--- src/rtl/pulse_stretcher_out_if.sv ---
// Signal bundle between internal logic and the pulse stretcher output stage.
//   IN      : synchronous event level from internal logic; each 0->1 is one event
//   OUT     : registered stretched pulse toward the board pin
//   BUSY    : stretcher is emitting a pulse or enforcing the low gap
//   DROPPED : one-cycle flag when an event was discarded
// Modports: master = internal logic side, slave = pulse_stretcher_out.
interface pulse_stretcher_out_if;
    logic IN;
    logic OUT;
    logic BUSY;
    logic DROPPED;

    modport master (
        output IN,
        input  OUT,
        input  BUSY,
        input  DROPPED
    );

    modport slave (
        input  IN,
        output OUT,
        output BUSY,
        output DROPPED
    );
endinterface

--- src/rtl/pulse_stretcher_out.sv ---
// Stretches rising edges of a synchronous internal level into fixed-width
// high pulses separated by a guaranteed low gap, with a one-deep event queue.
//   CLK   : clock, rising edge
//   RESET : asynchronous, active-high reset
//   bus   : slave side of pulse_stretcher_out_if (IN, OUT, BUSY, DROPPED)
// Parameters: HIGH_CYCLES (pulse width), GAP_CYCLES (minimum low gap),
// CNT_WIDTH (shared down-counter width); both cycle counts are 1..2^CNT_WIDTH.
module pulse_stretcher_out #(
    parameter int HIGH_CYCLES = 4,
    parameter int GAP_CYCLES  = 2,
    parameter int CNT_WIDTH   = 8
) (
    input  logic                   CLK,
    input  logic                   RESET,
    pulse_stretcher_out_if.slave   bus
);

    localparam logic [CNT_WIDTH-1:0] HIGH_LOAD = CNT_WIDTH'(HIGH_CYCLES - 1);
    localparam logic [CNT_WIDTH-1:0] GAP_LOAD  = CNT_WIDTH'(GAP_CYCLES - 1);

    typedef enum logic [1:0] {
        IDLE = 2'd0,
        HIGH = 2'd1,
        GAP  = 2'd2
    } state_t;

    state_t                 state, state_next;
    logic [CNT_WIDTH-1:0]   cnt, cnt_next;
    logic                   pending, pending_next;
    logic                   dropped, dropped_next;
    logic                   in_d;
    logic                   evt;

    // in_d resets high so a level already high at reset release is not an event.
    assign evt = bus.IN & ~in_d;

    always_ff @(posedge CLK or posedge RESET) begin
        if (RESET) begin
            state   <= IDLE;
            cnt     <= '0;
            pending <= 1'b0;
            dropped <= 1'b0;
            in_d    <= 1'b1;
        end else begin
            state   <= state_next;
            cnt     <= cnt_next;
            pending <= pending_next;
            dropped <= dropped_next;
            in_d    <= bus.IN;
        end
    end

    always_comb begin
        state_next   = state;
        cnt_next     = cnt;
        pending_next = pending;
        dropped_next = 1'b0;

        unique case (state)
            IDLE: begin
                if (evt) begin
                    state_next = HIGH;
                    cnt_next   = HIGH_LOAD;
                end
            end

            HIGH: begin
                if (cnt == '0) begin
                    state_next = GAP;
                    cnt_next   = GAP_LOAD;
                end else begin
                    cnt_next = cnt - 1'b1;
                end
                if (evt) begin
                    if (pending) dropped_next = 1'b1;
                    else         pending_next = 1'b1;
                end
            end

            GAP: begin
                if (cnt == '0) begin
                    // An event arriving on the consume edge either starts the
                    // next pulse itself (queue empty) or replaces the consumed
                    // entry (queue full); it is never dropped here.
                    if (pending || evt) begin
                        state_next   = HIGH;
                        cnt_next     = HIGH_LOAD;
                        pending_next = pending & evt;
                    end else begin
                        state_next = IDLE;
                    end
                end else begin
                    cnt_next = cnt - 1'b1;
                    if (evt) begin
                        if (pending) dropped_next = 1'b1;
                        else         pending_next = 1'b1;
                    end
                end
            end

            default: begin
                state_next = IDLE;
                cnt_next   = '0;
            end
        endcase
    end

    // Decoded from registered state only, so the pin never glitches.
    assign bus.OUT     = (state == HIGH);
    assign bus.BUSY    = (state != IDLE);
    assign bus.DROPPED = dropped;

endmodule
--- src/flat_wrapper.sv ---
// flat-port wrapper written by rule: the top's interface ports become plain ports
module pulse_stretcher_out_flat 
#(
    parameter int HIGH_CYCLES = 4,
    parameter int GAP_CYCLES  = 2,
    parameter int CNT_WIDTH   = 8
)
  (CLK, RESET, bus_IN, bus_OUT, bus_BUSY, bus_DROPPED);
  pulse_stretcher_out_if bus_i ();
  input  logic CLK;
  input  logic RESET;
  input wire logic [$bits(bus_i.IN)-1:0] bus_IN;
  output wire logic [$bits(bus_i.OUT)-1:0] bus_OUT;
  output wire logic [$bits(bus_i.BUSY)-1:0] bus_BUSY;
  output wire logic [$bits(bus_i.DROPPED)-1:0] bus_DROPPED;
  assign bus_i.IN = bus_IN;
  assign bus_OUT = bus_i.OUT;
  assign bus_BUSY = bus_i.BUSY;
  assign bus_DROPPED = bus_i.DROPPED;
  pulse_stretcher_out #(.HIGH_CYCLES(HIGH_CYCLES), .GAP_CYCLES(GAP_CYCLES), .CNT_WIDTH(CNT_WIDTH)) u_core (.CLK(CLK), .RESET(RESET), .bus(bus_i));
endmodule
--- config.mk ---
export PLATFORM = sky130hd
export DESIGN_NAME = pulse_stretcher_out_flat
export DESIGN_NICKNAME = d
export VERILOG_FILES = /design/src/rtl/pulse_stretcher_out_if.sv /design/src/rtl/pulse_stretcher_out.sv /design/src/flat_wrapper.sv
export SDC_FILE = /design/constraint.sdc
export NUM_CORES = 1
export LEC_CHECK = 0
export BUFFER_PORTS_ARGS = -buffer_cell sky130_fd_sc_hd__buf_2
export CAP_MARGIN = 20
export CORE_MARGIN = 8
export CORE_UTILIZATION = 54
export CTS_BUF_LIST = sky130_fd_sc_hd__clkbuf_8
export DETAILED_ROUTE_END_ITERATION = 6
export PLACE_DENSITY = 0.78
export SYNTH_ARGS = -nofsm -noshare
export SYNTH_HDL_FRONTEND = slang
export SYNTH_SLANG_ARGS = --single-unit
--- constraint.sdc ---
create_clock -name CLK -period 2.06 [get_ports CLK]
set_clock_uncertainty 0.1 [all_clocks]
set_input_delay 0.309 -clock CLK [delete_from_list [all_inputs] [get_ports CLK]]
set_output_delay 0.309 -clock CLK [all_outputs]
set_load 0.03 [all_outputs]
==> impl_metrics.env <==
export IMPL_status="finished, violations left"
export IMPL_violations="negative hold slack"
export IMPL_synth_top_area_share_pct=36.81
export IMPL_vias=770
export IMPL_ant_nets=0
export IMPL_power_leakage_nw=0.4608
export IMPL_yosysUniqueCellTypes=30
export IMPL_period_minus_slack_ns=2.058
export IMPL_cp_start_kind="flip-flop"
export IMPL_die_area_mm2=0.003010
export IMPL_reg2reg_depth=6
export IMPL_cts_inserted_buffers=3
export IMPL_synth_main_ff_cell="dfrtp_1"
export IMPL_slowest_delay_ns=0.47
export IMPL_synthCells=89
export IMPL_drive_above_1_share_pct=27.36
export IMPL_p_sw_share_pct=44.66
export IMPL_drc_errors=0
export IMPL_grt_pass1_wl_mm=3.167
export IMPL_n_antenna_cell=0
export IMPL_vias_per_cell=6.311
export IMPL_critPathTopFamily="simple AND/OR/NAND/NOR gates"
export IMPL_p_per_area_mw_per_mm2=1727
export IMPL_portBuffers=5
export IMPL_fillerInstances=114
export IMPL_rr_endpoint="u_core.cnt[0]"
export IMPL_p_seq_share_pct=25.5
export IMPL_synth_top_cells_by_area="dfrtp_1, a21oi_1, ha_1, nor2_1, dfstp_2"
export IMPL_endpoint_kind="flip-flop"
export IMPL_synth_edf_count=0
export IMPL_path_buf_inv=1
export IMPL_hold_class="primary input to async pin"
export IMPL_p_int_w=0.0009581
export IMPL_syn_nets=97
export IMPL_holdWs_ns=-0.02280
export IMPL_rsz0062_at_grt="yes"
export IMPL_layoutNonFillerInstCount=122
export IMPL_fin_nets=115
export IMPL_avgSynthCellArea_um2=9.166
export IMPL_grt_max_degree=14
export IMPL_yosysWarnings=0
export IMPL_gp_congestion=0.8983
export IMPL_crit_type="flip-flop to flip-flop"
export IMPL_crit_chain="inv_2 -> ha_4 -> nor4b_1 -> nand2_1 -> a311oi_1 -> mux2_4"
export IMPL_cts_buffer_depth=2
export IMPL_vdd_drop_max_v=0.0009869
export IMPL_cts_hold_buf=0
export IMPL_netlist_area_um2=815.8
export IMPL_dp_cells=116
export IMPL_clk_pin_slew_ns=0.06
export IMPL_detailed_place_hpwl_mm=1.336
export IMPL_power_frac_comb_pct=61.0
export IMPL_clock_latency_ns=0.25
export IMPL_fp_dieW_um=54.87
export IMPL_rows=14
export IMPL_area_growth_pct=22.85
export IMPL_dr_first_iter_drc_count=73
export IMPL_drt_pass1_iter_count=4
export IMPL_cp_required_ns=2.15
export IMPL_drt_wirelength_per_cell_um=16.50
export IMPL_hold_viol_final=12
export IMPL_power_frac_clock_pct=13.4
export IMPL_seq_area_frac_synth_pct=40.03
export IMPL_numClockSinks=13
export IMPL_cp_slowest_cell="nor4b_1"
export IMPL_synthArstFlopShare_pct=100.0
export IMPL_core_area_mm2=0.001454
export IMPL_ios=6
export IMPL_setup_viol=0
export IMPL_die_h_um=54.87
export IMPL_r2r_setup_slack_ns=0.002
export IMPL_initial_core_util_pct=56.11
export IMPL_tritoncts="built"
export IMPL_fmax_mhz=485.8
export IMPL_cts_root_buf="clkbuf_8"
export IMPL_switchingPower_w=0.0007731
export IMPL_ctsHtreeMaxLevel=1
export IMPL_routed_wl_mm=2.013
export IMPL_grt_use_total_pct=14.32
export IMPL_slew_viol_final=0
export IMPL_cp_arrival_ns=2.15
export IMPL_cap_violations=0
export IMPL_r2r_start="u_core.cnt[1]"
export IMPL_yosysTopAreaCell="dfrtp_1"
export IMPL_tightest_slew_ns=0.5488
export IMPL_grt_pass1_vias=724
export IMPL_overflow=0
export IMPL_synth_ff_latch_count=13
export IMPL_fin_crit_sh_pct=99.92
export IMPL_path_max_fanout=5
export IMPL_grt_antenna_before_repair=0
export IMPL_slew_headroom_pct=62.90
export IMPL_finalPower_w=0.001731
[worst max-delay path by stage]
stage,cells past startpoint,endpoint,startpoint,slack [ns]
6_report,6,u_core.cnt[0],u_core.cnt[1],0.002
5_1_grt,6,u_core.cnt[1],u_core.cnt[1],-0.06
3_5_place_dp,6,u_core.cnt[1],u_core.cnt[1],0.02
2_1_floorplan,7,u_core.cnt[0],u_core.cnt[0],-0.04
3_3_place_gp,6,u_core.cnt[0],u_core.cnt[1],0.05
4_1_cts,6,u_core.cnt[1],u_core.cnt[1],0.01
[sequential cells by signal (all words and copies together) (netlist names)]
| register | cells |
|---|---|
| u_core.pending | 1 |
| u_core.bus.DROPPED | 1 |
| u_core.in_d | 1 |
| u_core.cnt | 8 |
| u_core.state | 2 |
[power groups by stage]
stage	registers [W]	logic (W)	clock network, W
final	0.000442	0.00106	0.000232
after global routing	0.000460	0.00115	0.000241
after CTS	0.000436	0.000931	0.000229
after detailed placement	0.000441	0.000909	0
after global placement	0.000436	0.000899	0
after floorplan	0.000449	0.000649	0
[cell usage after synthesis, types with 2 or more instances]
cell type,n
nor3_1,4
nand3_1,3
o21a_1,2
nor2_1,9
a21oi_1,13
nand2_1,4
a31oi_1,2
mux2_1,2
a221oi_1,2
dfrtp_1,12
inv_1,6
nor2b_1,2
nor4b_1,2
ha_1,5
or3_1,2
o21ai_0,5
[metal layers]
| layer | GRT usage [%] | vias up | part of all wire (%) |
|---|---|---|---|
| met2 | 23.77 | 39 | 48 |
| met3 | 2.717 | 10 | 7.5 |
| met1 | 17.98 | 355 | 42 |
| li1 | - | 366 | - |
| met4 | 4.918 | 0 | 2.4 |
| met5 | 0 | - | 0 |
[cell usage in the layout, fill, tap and decap left out, types with 2 or more instances in the layout]
master	count
a21oi_1	13
nand2_1	4
nor2_1	9
ha_1	4
nor2b_1	2
mux2_4	2
nand3_1	3
nor3_1	4
o21ai_0	5
a31oi_1	2
dfrtp_1	12
buf_2	5
a221oi_1	2
o21a_1	2
or3_1	2
buf_4	10
inv_2	2
inv_1	5
clkbuf_8	3
[area by class of cell]
type | count | area [um2] | share of cell area (%)
multi-input combinational | 68 | 488.0 | 48.69
sequential | 13 | 326.6 | 32.58
timing repair buffer | 15 | 100.1 | 9.988
clock buffer | 3 | 41.29 | 4.120
inverter | 6 | 22.52 | 2.247
tap | 16 | 20.02 | 1.998
clock inverter | 1 | 3.754 | 0.3745
[repair_timing]
item | in CTS | in global routing
pin swaps | 0 | 3
setup endpoints to repair | 1 | 5
gates resized for setup | 0 | 6
buffers inserted | 1 | 1
[stage by stage]
step	setup WS [ns]	cell area (um2)	hold slack [ns]	TNS, ns	util (%)
after floorplan	-0.03545	828.3	0.08524	-0.07090	-
after global placement	0.05276	918.4	0.2497	0	63.17
after detailed placement	0.02420	918.4	0.2606	0	63.17
after CTS	0.01095	970.9	0.0003696	0	66.78
after global routing	-0.05909	1002	0.04750	-0.2040	68.93
final	0.001662	1002	-0.02280	0	68.93
[kinds of logic after synthesis]
logic type	after synthesis	synth area share [%]
AND/OR/NAND/NOR	29	20.40
AO/OA/AOI/OAI	31	23.93
buffers and inverters	8	3.833
adder cells (fa/ha/maj)	5	7.669
multiplexers	3	4.141
flip-flops	13	40.03
Note: power is estimated with default switching activity, not from simulation.
